**src/rtl/lc3_mem_ctrl_if.sv**
```systemverilog
// Word-memory bus between the LC-3 memory controller (master) and the RAM block (slave).
// The same address drives both the read and the write port of the memory.
interface lc3_mem_ctrl_if #(
   parameter int ADDR_W = 7
);
   logic              we;
   logic              re;
   logic [ADDR_W-1:0] addr;
   logic [15:0]       wdata;
   logic [15:0]       rdata;
   logic              ready;

   modport master (output we, re, addr, wdata, input rdata, ready);
   modport slave  (input we, re, addr, wdata, output rdata, ready);
endinterface

```
**src/rtl/lc3_mem_ctrl.sv**
```systemverilog
// LC-3 MAR/MDR access initiator: routes one request to RAM (strobe/ready handshake),
// serves the keyboard/display registers locally, flags illegal addresses and pulses r.
module lc3_mem_ctrl #(
   parameter int ADDR_W  = 7,
   parameter int TIMEOUT = 15
) (
   input  logic           clk,
   input  logic           rst_n,
   input  logic           req,
   input  logic           rw,
   input  logic [15:0]    mar,
   input  logic [15:0]    mdr_in,
   output logic [15:0]    mdr_out,
   output logic           r,
   output logic           acv,
   output logic           mem_err,
   lc3_mem_ctrl_if.master mem,
   input  logic           kb_valid,
   input  logic [7:0]     kb_data,
   input  logic           dsp_ready,
   output logic           dsp_valid,
   output logic [7:0]     dsp_data
);
   localparam logic [15:0] KBSR_ADDR = 16'hFE00;
   localparam logic [15:0] KBDR_ADDR = 16'hFE02;
   localparam logic [15:0] DSR_ADDR  = 16'hFE04;
   localparam logic [15:0] DDR_ADDR  = 16'hFE06;
   localparam logic [3:0]  WAIT_LAST = 4'(TIMEOUT - 1);

   typedef enum logic [2:0] {IDLE, WR, RD, DRAIN, DONE} state_t;

   state_t            state, state_d;
   logic [3:0]        wait_cnt;
   logic [ADDR_W-1:0] addr_q;
   logic [15:0]       mdr_q;
   logic              we_q, re_q;
   logic              kbsr;
   logic [7:0]        kbdr;
   logic              acv_d, err_d;
   logic              is_ram, is_io, accept, kbdr_read, dsp_fire, timed_out;
   logic [15:0]       io_rdata;

   assign is_ram    = (mar[15:ADDR_W] == '0);
   assign is_io     = (mar == KBSR_ADDR) || (mar == KBDR_ADDR) ||
                      (mar == DSR_ADDR)  || (mar == DDR_ADDR);
   assign accept    = (state == IDLE) && req;
   assign kbdr_read = accept && !rw && (mar == KBDR_ADDR);
   assign dsp_fire  = accept && rw && (mar == DDR_ADDR) && dsp_ready;
   // Counter holds TIMEOUT-1 on the last waiting cycle, so the abort edge is where it reaches TIMEOUT.
   assign timed_out = (wait_cnt == WAIT_LAST);

   // NOTE: every signal written in an always_comb gets a default first, so no latch is inferred.
   always_comb begin
      io_rdata = '0;
      case (mar)
         KBSR_ADDR: io_rdata = {kbsr, 15'b0};
         KBDR_ADDR: io_rdata = {8'b0, kbdr};
         DSR_ADDR:  io_rdata = {dsp_ready, 15'b0};
         default:   io_rdata = '0;
      endcase
   end

   always_comb begin
      state_d = state;
      acv_d   = 1'b0;
      err_d   = 1'b0;
      case (state)
         IDLE: if (req) begin
            if (is_ram) begin
               state_d = rw ? WR : RD;
            end else begin
               state_d = DONE;
               acv_d   = !is_io;
            end
         end
         WR, RD: if (mem.ready) begin
            state_d = DRAIN;
         end else if (timed_out) begin
            state_d = DONE;
            err_d   = 1'b1;
         end
         // Waiting for ready to fall keeps a stale ready from completing the next access.
         DRAIN: if (!mem.ready) begin
            state_d = DONE;
         end else if (timed_out) begin
            state_d = DONE;
            err_d   = 1'b1;
         end
         DONE:    state_d = IDLE;
         default: state_d = IDLE;
      endcase
   end

   // NOTE: sequential state uses non-blocking assignments so every register samples pre-edge values.
   always_ff @(posedge clk or negedge rst_n) begin
      if (!rst_n) begin
         state    <= IDLE;
         wait_cnt <= '0;
      end else begin
         state <= state_d;
         if (state_d != state)     wait_cnt <= '0;
         else if (wait_cnt != 4'hF) wait_cnt <= wait_cnt + 4'd1;
      end
   end

   always_ff @(posedge clk or negedge rst_n) begin
      if (!rst_n) begin
         r         <= 1'b0;
         acv       <= 1'b0;
         mem_err   <= 1'b0;
         we_q      <= 1'b0;
         re_q      <= 1'b0;
         addr_q    <= '0;
         mdr_q     <= '0;
         mdr_out   <= '0;
         kbsr      <= 1'b0;
         kbdr      <= '0;
         dsp_valid <= 1'b0;
         dsp_data  <= '0;
      end else begin
         r         <= (state_d == DONE);
         acv       <= acv_d;
         mem_err   <= err_d;
         we_q      <= (state_d == WR);
         re_q      <= (state_d == RD);
         dsp_valid <= dsp_fire;
         if (accept) begin
            addr_q <= mar[ADDR_W-1:0];
            mdr_q  <= mdr_in;
         end
         if (dsp_fire) dsp_data <= mdr_in[7:0];
         if (accept && !rw && is_io)          mdr_out <= io_rdata;
         else if ((state == RD) && mem.ready) mdr_out <= mem.rdata;
         // A keystroke landing on a KBDR read still loads: the reader gets the old character.
         if (kb_valid && (!kbsr || kbdr_read)) begin
            kbdr <= kb_data;
            kbsr <= 1'b1;
         end else if (kbdr_read) begin
            kbsr <= 1'b0;
         end
      end
   end

   assign mem.we    = we_q;
   assign mem.re    = re_q;
   assign mem.addr  = addr_q;
   // Outside a write the memory sees its own read data, so any stray write preserves contents.
   assign mem.wdata = (state == WR) ? mdr_q : mem.rdata;

endmodule

```
**src/flat_wrapper.sv**
```systemverilog
// flat-port wrapper written by rule: the top's interface ports become plain ports
module lc3_mem_ctrl_flat 
#(
   parameter int ADDR_W  = 7,
   parameter int TIMEOUT = 15
)
  (clk, rst_n, req, rw, mar, mdr_in, mdr_out, r, acv, mem_err, kb_valid, kb_data, dsp_ready, dsp_valid, dsp_data, mem_we, mem_re, mem_addr, mem_wdata, mem_rdata, mem_ready);
  lc3_mem_ctrl_if #(.ADDR_W(ADDR_W)) mem_i ();
  input  logic clk;
  input  logic rst_n;
  input  logic req;
  input  logic rw;
  input  logic [15:0] mar;
  input  logic [15:0] mdr_in;
  output logic [15:0] mdr_out;
  output logic r;
  output logic acv;
  output logic mem_err;
  input  logic kb_valid;
  input  logic [7:0] kb_data;
  input  logic dsp_ready;
  output logic dsp_valid;
  output logic [7:0] dsp_data;
  output wire logic [$bits(mem_i.we)-1:0] mem_we;
  output wire logic [$bits(mem_i.re)-1:0] mem_re;
  output wire logic [$bits(mem_i.addr)-1:0] mem_addr;
  output wire logic [$bits(mem_i.wdata)-1:0] mem_wdata;
  input wire logic [$bits(mem_i.rdata)-1:0] mem_rdata;
  input wire logic [$bits(mem_i.ready)-1:0] mem_ready;
  assign mem_we = mem_i.we;
  assign mem_re = mem_i.re;
  assign mem_addr = mem_i.addr;
  assign mem_wdata = mem_i.wdata;
  assign mem_i.rdata = mem_rdata;
  assign mem_i.ready = mem_ready;
  lc3_mem_ctrl #(.ADDR_W(ADDR_W), .TIMEOUT(TIMEOUT)) u_core (.clk(clk), .rst_n(rst_n), .req(req), .rw(rw), .mar(mar), .mdr_in(mdr_in), .mdr_out(mdr_out), .r(r), .acv(acv), .mem_err(mem_err), .mem(mem_i), .kb_valid(kb_valid), .kb_data(kb_data), .dsp_ready(dsp_ready), .dsp_valid(dsp_valid), .dsp_data(dsp_data));
endmodule
```
**config.mk**
```make
export PLATFORM = sky130hd
export DESIGN_NAME = lc3_mem_ctrl_flat
export DESIGN_NICKNAME = d
export VERILOG_FILES = /design/src/rtl/lc3_mem_ctrl_if.sv /design/src/rtl/lc3_mem_ctrl.sv /design/src/flat_wrapper.sv
export SDC_FILE = /design/constraint.sdc
export NUM_CORES = 1
export LEC_CHECK = 0
export CAP_MARGIN = 5
export CORE_UTILIZATION = 45
export CTS_BUF_LIST = sky130_fd_sc_hd__clkbuf_4
export DETAILED_ROUTE_END_ITERATION = 10
export PLACE_DENSITY = 0.79
export SYNTH_ARGS = -nofsm -noshare
export SYNTH_HDL_FRONTEND = slang
export SYNTH_SLANG_ARGS = --single-unit
```
**constraint.sdc**
```tcl
create_clock -name clk -period 2.9 [get_ports clk]
set_input_delay 0.435 -clock clk [delete_from_list [all_inputs] [get_ports clk]]
set_output_delay 0.435 -clock clk [all_outputs]
set_load 0.03 [all_outputs]
```
### Word level (Yosys, flattened, before mapping)

Cells that the tools add are included.

* add/sub/neg operators: 1
* equal/unequal tests: 13
* mux-type cells: 22
* reduce and logical (&&, ||, !) cells: 22

Operators with widths (count)
* $eq A16 B16 Y1 const B: 4
* $mux W16: 3
* $pmux W16 S3: 1
* $mux W3: 5
* $eq A3 B2 Y1 const B: 3
* $logic_and A1 B1 Y1: 9
* $logic_not A9 Y1: 1
* $pmux W3 S3: 1
* $mux W1: 8
* $mux W4: 2
* $eq A3 B1 Y1 const B: 2
* $reduce_bool A2 Y1: 3
* $add A4 B1 Y4 const B: 1
* $eq A4 B4 Y1 const B: 1
* $logic_or A1 B1 Y1: 4
* $ne A4 B4 Y1 const B: 1
* $eq A3 B3 Y1 const B: 1
* $logic_not A1 Y1: 3
* $logic_not A3 Y1: 1
* $ne A3 B3 Y1: 1
* $mux W2: 1
* $pmux W1 S2: 1
* $reduce_or A2 Y1: 1

* bits in registers: 69
* output and inout port bits: 53
* word-level logic and storage cells: 72

### Logic depth before layout (Yosys ltp)

Gate-level depths: netlist (run 1).

* depth in word-level cells: 8
* depth in mapped cells: 7
* depth with buffers taken out: 6

### Worst setup path after synthesis (run 1)

OpenSTA, ideal clock, no wires.

* path kind: input to register
* from: in mar[3]
* to: reg u_core.dsp_data[0]
* library setup time: 125 ps
* data arrival time: 2187 ps
* required time: 2775 ps
* setup slack: 588 ps
* cell stages on the path: 4
* cell sequence: or4_4 -> or4_4 -> nor3_4 -> mux2_2

* cells in the longest elaborated chain, start to end: 3

RTL lines
* start: declaration: line flat_wrapper.sv:13 `input logic [15:0] mar;`
* $eq A16 B16 Y1: line lc3_mem_ctrl.sv:48 `assign dsp_fire = accept && rw && (mar == DDR_ADDR) && dsp_ready;`
* $logic_and A1 B1 Y1 (2 in series): line lc3_mem_ctrl.sv:48
* named net u_core.dsp_fire: line lc3_mem_ctrl.sv:40 `logic is_ram, is_io, accept, kbdr_read, dsp_fire, timed_out;`
* end signal: assignment: line lc3_mem_ctrl.sv:131 `if (dsp_fire) dsp_data <= mdr_in[7:0];`
* end: declaration: line lc3_mem_ctrl.sv:22 `output logic [7:0] dsp_data`

The timed path passes the listed nets, and every way through them passes these cells.
A chain may end at the register's enable or synchronous reset.

### Final worst setup path (run 1)

* from: reg u_core.state[1]
* to: out mem_wdata[0]

* cells in the longest elaborated chain, start to end: 2

RTL lines
* start: declaration: line lc3_mem_ctrl.sv:32 `state_t state, state_d;`
* start signal: assignment: line lc3_mem_ctrl.sv:100 `state <= state_d;`
* $eq A3 B1 Y1: line lc3_mem_ctrl.sv:148 `assign mem.wdata = (state == WR) ? mdr_q : mem.rdata;`
* $mux W16: line lc3_mem_ctrl.sv:148
* end: declaration: line flat_wrapper.sv:27 `output wire logic [$bits(mem_i.wdata)-1:0] mem_wdata;`

No other way between the ends.

==> results.cfg, run 1 <==
[job]
cap_violations = 0

[placed_design]
numPlacedInstances = 512
port_buffers = 115
finalWeightedCongestion = 0.7795
pre_cts_slack_ps = 98.68
dpl.hpwl_um = 6331

[logic_synthesis]
synthCells = 301
seq_area_frac_synth_pct = 50.66
ys_types = 45
ys.flop_type = dfrtp_1
yosys_warnings = 0
syn_area_per_cell_um2 = 11.32
synthArstFlopShare_pct = 100.0
synth_edf_count = 0
syn_area_um2 = 3408
synth_fp_nets = 366
synth-seq-cells = 69

[grt]
grt_usage_pct = 22.85
grt_first_pass_wirelength_um = 13770
grt-ovfl-total = 0
grt_pass1_vias = 2824
grt_start_max_net_pins = 70
antenna_found_initial = 0

[finish]
layout_commonest_cell = clkdlybuf4s50_1
final_cells = 528
fillers = 576
fin_nets = 489
layout.area.seq_um2 = 1727
multi_input_area_um2 = 1563
final_layout_size_suffix_gt1_share_pct = 21.21
final_cell_mix = 106 x clkdlybuf4s50_1, 69 x dfrtp_1, 47 x mux2_2
syn_to_final_growth_pct = 42.22
n_antenna_cell = 0

[route]
wirelength_met1_um = 3609
routed.top_layer = met4
routed_wirelength_um = 8494
viasPerCell = 5.392
route.detailed.drc = 0
first_pass_iters = 4
drt_iter0_drc = 157
route.met2.wl_um = 4083
ant_nets = 0
routedWlPerCell_um = 16.09
wl_met3_um = 693
vias = 2847

[cts]
clock_latency_ps = 400
clk_path_buf_depth = 2
htreeDepth = 3
clock_sinks = 69
cts_root_buffer = clkbuf_4
cts_made_buffers = 9
clkTransAtPathRegs_ps = 100
hold_buffers = 0
cts_setup_buffers = 0
cts_tree = done

[timing]
rsz0062_at_grt = no
setup_viol = 0
slew_headroom_pct = 43.81
setup_tns_ps = 0
drv_slew = 0
fmax_mhz = 356.4
finalCritPeriodShare_pct = 96.76
finalHoldViolCount = 0
layout_min_cycle_time_ps = 2806
tightestPinTransition_ps = 842.9
whs_ps = 134.8
clock_skew_ps = 16.84
layout_setup_ws_ps = 93.83

[critical_path]
worstSetupPathType = reg2out
cp_slowest_cell = clkdlybuf4s50_1
slowest_delay_ps = 600
cp_max_fo = 6
crit_required_ps = 2470
critical_path.top_delay_family = buffers and inverters
reg2reg_depth = 5
path_cells = inv_1, and3_2, buf_4, mux2_2, clkdlybuf4s50_1
path_buf_inv = 3
cp.depth = 5
arrival_ps = 2370
end_kind = primary output
start_kind = flip-flop

[outcome]
status = finished, final reports clean

[power_and_ir_drop]
p_per_area_nw_per_um2 = 859.1
peakVddDrop_v = 0.0004513
leakagePower_uw = 0.002144

[floorplan]
die_area_um2 = 7926
num_rows = 31
die_h_um = 89.03
floorplan.initialDensity_pct = 46.74
die_x_um = 89.03
core_area_um2 = 7292
ios = 116

[hold_path]
min_path_type = in2async
-- where the power goes --
part	switching, µW	internal, µW
clock network	344	184
registers	170	1290
logic	1150	1020
total	1670	2500
-- metrics by stage --
stage / total power [µW] / utilization [%] / area, µm²
finish: 4164 / 66.47 / 4847
CTS: 4202 / 66.20 / 4827
detailed placement: 3671 / 64.60 / 4711
floorplan: 2786 / - / 3408
global placement: 3618 / 64.60 / 4711
global route: 4404 / 66.47 / 4847
-- routing by layer --
metal	global-route usage (%)	vias up
li1	-	1348
met1	28.22	1386
met2	39.09	103
met3	5.540	10
met4	8.369	0
met5	0	-
-- worst reg2reg max path, stage by stage, from the launching register on --
cell     delay, ps
dfrtp_1        400
buf_4          170
or4b_2         890
nor2_2         400
a21oi_1        120
o22a_1         210
-- registers in the layout (all words and copies together), names as in the netlist, 3 cells and up --
name / count
u_core.dsp_data: 8
u_core.mdr_out: 16
u_core.wait_cnt: 4
u_core.mem.addr: 7
u_core.mdr_q: 16
u_core.state: 3
u_core.kbdr: 8
-- cell usage after synthesis, drive strengths merged (2+ instances only) --
library cell	n	area, µm²
dfrtp	69	1727
mux2	47	529.3
nor2	20	77.58
o211ai	17	127.6
inv	14	52.55
nor3	13	87.58
a21oi	12	60.06
nand2	12	45.04
mux2i	11	110.1
clkbuf	10	37.54
nand2b	9	56.30
nand3	9	45.04
o22a	8	70.07
buf	6	36.29
o21ai	6	30.03
nand4	4	25.02
or2	4	25.03
a211oi	3	22.52
nor2b	3	18.77
nor4	3	25.02
and3	2	12.51
ha	2	25.02
o31ai	2	28.78
or4	2	22.52
-- worst paths after layout --
kind / start / end / slack (ps)
max: u_core.state[1]$_DFF_PN0_ / mem_wdata[0] / 90
min: rst_n / u_core.mem.re$_DFF_PN0_ / 130
max reg2reg: u_core.state[1]$_DFF_PN0_ / u_core.mdr_out[7]$_DFFE_PN0P_ / 620
min reg2reg: u_core.mdr_q[12]$_DFFE_PN0P_ / u_core.mdr_q[12]$_DFFE_PN0P_ / 510
max in group asynchronous: rst_n / u_core.wait_cnt[3]$_DFFE_PN0P_ / 2220
min in group clk: u_core.mdr_q[12]$_DFFE_PN0P_ / u_core.mdr_q[12]$_DFFE_PN0P_ / 510
-- logic make-up (layout without fill, tap and decap cells) --
| group | after synthesis | in the layout | synth area share [%] |
|---|---|---|---|
| muxes | 58 | 58 | 18.76 |
| AOI/OAI and AO/OA | 54 | 54 | 11.31 |
| DFF | 69 | 69 | 50.66 |
| buffers and inverters | 30 | 158 | 3.708 |
| and+or+nand+nor | 86 | 86 | 14.28 |
| xor gates and xnor gates | 1 | 1 | 0.2570 |
| adders and majority gates | 3 | 3 | 1.028 |
-- final cells by class --
| cell class | count | share of cell area (%) |
|---|---|---|
| multi-input cells | 202 | 32.24 |
| repair buffers | 128 | 26.12 |
| inverters | 14 | 1.084 |
| flip-flops and latches | 69 | 35.62 |
| clock buffers | 10 | 1.549 |
| well taps | 99 | 2.556 |
| clock inverters | 6 | 0.8260 |
-- timing repair --
action | CTS | global route
resized for setup | 1 | 8
pin swaps | 0 | 0
endpoints found under the setup margin | 13 | 8
(Power assumes the default switching activity.)
==> run 2, diff against run 1 <==
--- a/config.mk
+++ b/config.mk
@@ -9,7 +9,7 @@
 export CORE_UTILIZATION = 45
 export CTS_BUF_LIST = sky130_fd_sc_hd__clkbuf_4
 export DETAILED_ROUTE_END_ITERATION = 10
-export PLACE_DENSITY = 0.79
+export PLACE_DENSITY_LB_ADDON = 0.08
 export SYNTH_ARGS = -nofsm -noshare
 export SYNTH_HDL_FRONTEND = slang
 export SYNTH_SLANG_ARGS = --single-unit
==> run 2 against run 1 <==
  * Clock skew decreased by 9.4 ps
  * Power rose by 1.5%
  * Global-route usage down 0.34 points
  * Design area decreased by 0.23%
  * Sequential share of layout area grew 0.083 points
  * Flip-flop and latch count did not move
  * Combinational power down 6%
  * Routed wire length decreased by 1.9%
  * Non-clock buffer count is 4 lower
  * First-iteration DRC count is 44% lower
  * Die area did not move
  * Largest cell class unchanged
  * Largest power group unchanged
==> results.cfg, run 2 (synthesized netlist as in run 1, its figures left out) <==
[placed_design]
dpl.hpwl_um = 6245
finalWeightedCongestion = 0.8102
port_buffers = 115

[critical_path]
r2r_slack_ps = 700
slowest_delay_ps = 490
cp_slowest_cell = dfrtp_1
arrival_ps = 2270
crit_required_ps = 2470
reg2reg_depth = 4
path_cells = inv_1, and3_1, buf_4, mux2_2, dlygate4sd2_1
start_kind = flip-flop
end_kind = primary output
reg2reg_from = u_core.state[0]$_DFF_PN0_
worstSetupPathType = reg2out
cp_max_fo = 16
rr_endpoint = u_core.mdr_out[7]$_DFFE_PN0P_

[floorplan]
ios = 116
die_area_um2 = 7926
floorplan.initialDensity_pct = 46.74
core_area_um2 = 7292
die_x_um = 89.03
die_h_um = 89.03
num_rows = 31

[grt]
antenna_found_initial = 0
grt_usage_pct = 22.51
grt_pass1_vias = 2769
grt_first_pass_wirelength_um = 13300
grt_start_max_net_pins = 37
grt-ovfl-total = 0

[power_and_ir_drop]
power.total_uw = 4225
comb_power_share_pct = 48.2
leakagePower_uw = 0.002097
netSwitchingFraction_pct = 38.90
p_switching_uw = 1644
seqPwrFrac_pct = 35.5
power.internal_uw = 2582
peakVddDrop_v = 0.0005627
clockPowerShare_pct = 16.3
p_per_area_nw_per_um2 = 873.7

[finish]
layout_commonest_cell = clkdlybuf4s50_1
fin_nets = 485
reg.largest.list = u_core.mdr_out: 16 flops, u_core.mdr_q: 16 flops
n_antenna_cell = 0
final_layout_size_suffix_gt1_share_pct = 19.76
syn_to_final_growth_pct = 41.89
final_cell_mix = 98 x clkdlybuf4s50_1, 69 x dfrtp_1, 47 x mux2_2
fillers = 632

[timing]
drv_slew = 0
slew_headroom_pct = 46.89
setup_viol = 0
fmax_mhz = 370.1
setup_tns_ps = 0
finalCritPeriodShare_pct = 93.18
tightestPinTransition_ps = 796.6
layout_min_cycle_time_ps = 2702
clock_skew_ps = 7.433
rsz0062_at_grt = no
whs_ps = 86.87
finalHoldViolCount = 0

[route]
first_pass_iters = 4
ant_nets = 0
routedWlPerCell_um = 15.90
drt_iter0_drc = 88
routed_wirelength_um = 8329
viasPerCell = 5.347
route.detailed.drc = 0
vias = 2802

[hold_path]
min_path_type = in2async

[cts]
clock_latency_ps = 410
clkTransAtPathRegs_ps = 110
cts_root_buffer = clkbuf_4
clock_sinks = 69
cts_setup_buffers = 0
htreeDepth = 3
cts_made_buffers = 9
clk_path_buf_depth = 2
cts_tree = done

[job]
cap_violations = 0

[outcome]
status = finished, final reports clean
## run 2: changes by cell type in the layout (fill, tap and decap cells not counted), moves of 2 or more
cell	change
buf_4	-7
bufinv_16	+2
clkinv_4	-2
clkinv_1	+2
dlygate4sd2_1	+16
clkdlybuf4s50_1	-8
buf_12	+2
dlymetal6s2s_1	-8
## run 2: through the flow
stage	util, %	worst slack [ps]	cell area, µm²	std cells
2_1_floorplan	-	588.1	3408	301
3_3_place_gp	64.50	71.86	4703	508
3_5_place_dp	64.50	55.17	4703	508
4_1_cts	66.32	208.7	4836	524
5_1_grt	66.32	108.2	4836	524
6_report	66.32	197.9	4836	524
## run 2: layout make-up
| type | instances | area (µm²) | share of cell area, % |
|---|---|---|---|
| Multi-Input combinational cell | 202 | 1562 | 32.29 |
| Clock inverter | 6 | 77.57 | 1.604 |
| Inverter | 14 | 52.55 | 1.087 |
| Sequential cell | 69 | 1727 | 35.71 |
| Timing Repair Buffer | 124 | 1219 | 25.20 |
| Clock buffer | 10 | 75.07 | 1.552 |
| Tap cell | 99 | 123.9 | 2.561 |
## run 2: how the worst max path moves through the flow
stage | slack, ps | cells past startpoint | end | startpoint
floorplan | 590 | 4 | u_core.dsp_data[0]$_DFFE_PN0P_ | mar[3]
global route | 110 | 5 | mem_wdata[5] | u_core.state[1]$_DFF_PN0_
CTS | 210 | 5 | mem_wdata[5] | u_core.state[1]$_DFF_PN0_
global placement | 70 | 6 | u_core.kbsr$_DFFE_PN0P_ | mar[3]
detailed placement | 60 | 6 | u_core.kbsr$_DFFE_PN0P_ | mar[3]
finish | 200 | 5 | mem_wdata[5] | u_core.state[1]$_DFF_PN0_
## run 2: metal layers
layer	track usage [%]	wire, µm	up-vias
met1	28.78	3738	1360
met2	36.92	3940	85
met5	0	0	-
li1	-	-	1342
met4	10.25	163	0
met3	4.801	487	15
## run 2: repair_timing
| action | CTS | global route |
|---|---|---|
| setup endpoints to repair | 16 | 0 |
| hold buffers | 0 | 0 |
| resized for setup | 16 | 0 |
## run 2: power groups by stage
stage,registers [µW],logic [µW],clock network [µW]
3_3_place_gp,1500,2080,0
6_report,1500,2040,690
2_1_floorplan,1810,975,0
3_5_place_dp,1510,2110,0
4_1_cts,1500,2050,704
5_1_grt,1540,2180,745
## run 2: critical path: cells and delay by family (launching register included)
family / cells / cell delay [ps]
simple gates: 1 / 180
mux: 1 / 380
flops: 1 / 490
buf+inv: 3 / 810
==> run 3, diff against run 2 <==
==> constraint.sdc (replaced) <==
create_clock -name clk -period 3 [get_ports clk]
set_input_delay 0.45 -clock clk [delete_from_list [all_inputs] [get_ports clk]]
set_output_delay 0.45 -clock clk [all_outputs]
set_load 0.03 [all_outputs]
==> run 3 against run 2 <==
  * Clock power up 12%
  * Largest power group unchanged
  * Critical path type unchanged
  * Critical path depth unchanged
  * Die area stayed put
  * Setup slack better by 190 ps
  * Register-to-register slack better by 60 ps
  * Highest routed layer unchanged
  * Sequential share of layout area down 0.54 points
==> results.cfg, run 3 (synthesized netlist as in run 1, its figures left out) <==
[route]
route.detailed.drc = 0
first_pass_iters = 4
routed_wirelength_um = 8507
drt_iter0_drc = 63
ant_nets = 0
routedWlPerCell_um = 16.27
vias = 2763
viasPerCell = 5.283

[critical_path]
slowest_delay_ps = 510
rr_endpoint = u_core.mdr_out[7]$_DFFE_PN0P_
path_buf_inv = 3
worstSetupPathType = reg2out
crit_required_ps = 2550
path_cells = inv_1, and3_1, buf_4, mux2_2, dlymetal6s2s_1
reg2reg_depth = 4
startpoint = u_core.state[1]$_DFF_PN0_
r2r_slack_ps = 760
cp_slowest_cell = dfrtp_1
end_kind = primary output
critical_path.top_delay_family = buffers and inverters
reg2reg_from = u_core.state[1]$_DFF_PN0_
cp_max_fo = 16
start_kind = flip-flop
arrival_ps = 2160

[placed_design]
pre_cts_slack_ps = 72.48
finalWeightedCongestion = 0.8166
postPlaceCellArea_um2 = 4683
dpl.hpwl_um = 6257
port_buffers = 115

[finish]
n_antenna_cell = 0
layout_commonest_cell = clkdlybuf4s50_1
syn_to_final_growth_pct = 44.05
fin_nets = 484
fillers = 594
final_cell_mix = 98 x clkdlybuf4s50_1, 69 x dfrtp_1, 47 x mux2_2
reg.largest.list = u_core.mdr_out: 16 flops, u_core.mdr_q: 16 flops
multi_input_area_um2 = 1562
final_layout_size_suffix_gt1_share_pct = 20.05
layout.area.seq_um2 = 1727
design_area_um2 = 4910

[timing]
drv_slew = 0
rsz0062_at_grt = no
slew_headroom_pct = 47.41
layout_min_cycle_time_ps = 2613
tightestPinTransition_ps = 788.8
finalCritPeriodShare_pct = 87.11
setup_viol = 0
fmax_mhz = 382.6
finalHoldViolCount = 0
layout_setup_ws_ps = 386.6
clock_skew_ps = 12.23
setup_tns_ps = 0

[cts]
clock_latency_ps = 400
cts_setup_buffers = 0
post_cts_resized = 0
clock_sinks = 69
clkTransAtPathRegs_ps = 110
hold_buffers = 0
htreeDepth = 3
cts_root_buffer = clkbuf_4
cts_tree = done
clk_path_buf_depth = 2
cts_made_buffers = 9

[grt]
antenna_found_initial = 0
grt-ovfl-total = 0
grt_usage_pct = 22.89
grt_start_max_net_pins = 37
grt_pass1_vias = 2767
grt_first_pass_wirelength_um = 13500

[outcome]
status = finished, final reports clean

[floorplan]
die_x_um = 89.03
die_h_um = 89.03
die_area_um2 = 7926
floorplan.initialDensity_pct = 46.74
ios = 116
num_rows = 31
core_area_um2 = 7292

[power_and_ir_drop]
leakagePower_uw = 0.002225
p_per_area_nw_per_um2 = 864.0
power.total_uw = 4242
peakVddDrop_v = 0.0004715

[job]
cap_violations = 0

[hold_path]
min_path_type = in2async
-- run 3: cell types whose count changed in the layout (fill, tap and decap cells not counted) --
| cell | delta |
|---|---|
| clkinv_2 | -1 |
| clkinvlp_4 | +1 |
| dlygate4sd2_1 | -16 |
| buf_12 | -1 |
| clkinv_1 | -2 |
| dlymetal6s2s_1 | +16 |
| clkinv_4 | +1 |
| bufinv_16 | +1 |
-- run 3: metal layers --
metal | part of all wire (%) | vias to the layer above | global-route usage (%)
li1 | - | 1336 | -
met3 | 7.1 | 10 | 5.263
met5 | 0 | - | 0
met4 | 1.5 | 0 | 8.947
met1 | 43 | 1326 | 29.42
met2 | 48 | 91 | 37.83
-- run 3: final cells by class --
type                            count  share of cell area [%]
Clock buffer                       10                   1.529
Tap cell                           99                   2.523
Inverter                           14                   1.070
Sequential cell                    69                   35.17
Timing Repair Buffer              123                   25.64
Clock inverter                      6                   2.268
Multi-Input combinational cell    202                   31.80
-- run 3: worst max-delay path by stage --
| stage | to | slack, ps | cells after the start |
|---|---|---|---|
| finish | mem_wdata[7] | 390 | 5 |
| global placement | u_core.dsp_data[6]$_DFFE_PN0P_ | 120 | 5 |
| floorplan | u_core.dsp_data[0]$_DFFE_PN0P_ | 670 | 4 |
| CTS | mem_wdata[11] | 20 | 5 |
| detailed placement | u_core.dsp_data[4]$_DFFE_PN0P_ | 70 | 5 |
| global route | mem_wdata[7] | 290 | 5 |
-- run 3: metrics by stage --
step	utilization, %	hold WS (ps)	instances
floorplan	-	154.4	301
global placement	64.22	482.9	507
detailed placement	64.22	493.1	507
CTS	66.78	109.7	523
global route	67.33	145.6	523
finish	67.33	108.1	523
-- run 3: report_power, final --
part	internal, µW	total (µW)	leakage, µW	switching, µW
sequential	1240	1450	0.000821	205
combinational	955	2020	0.00131	1070
clock	431	771	0.0000966	340
total	2630	4240	0.00223	1610
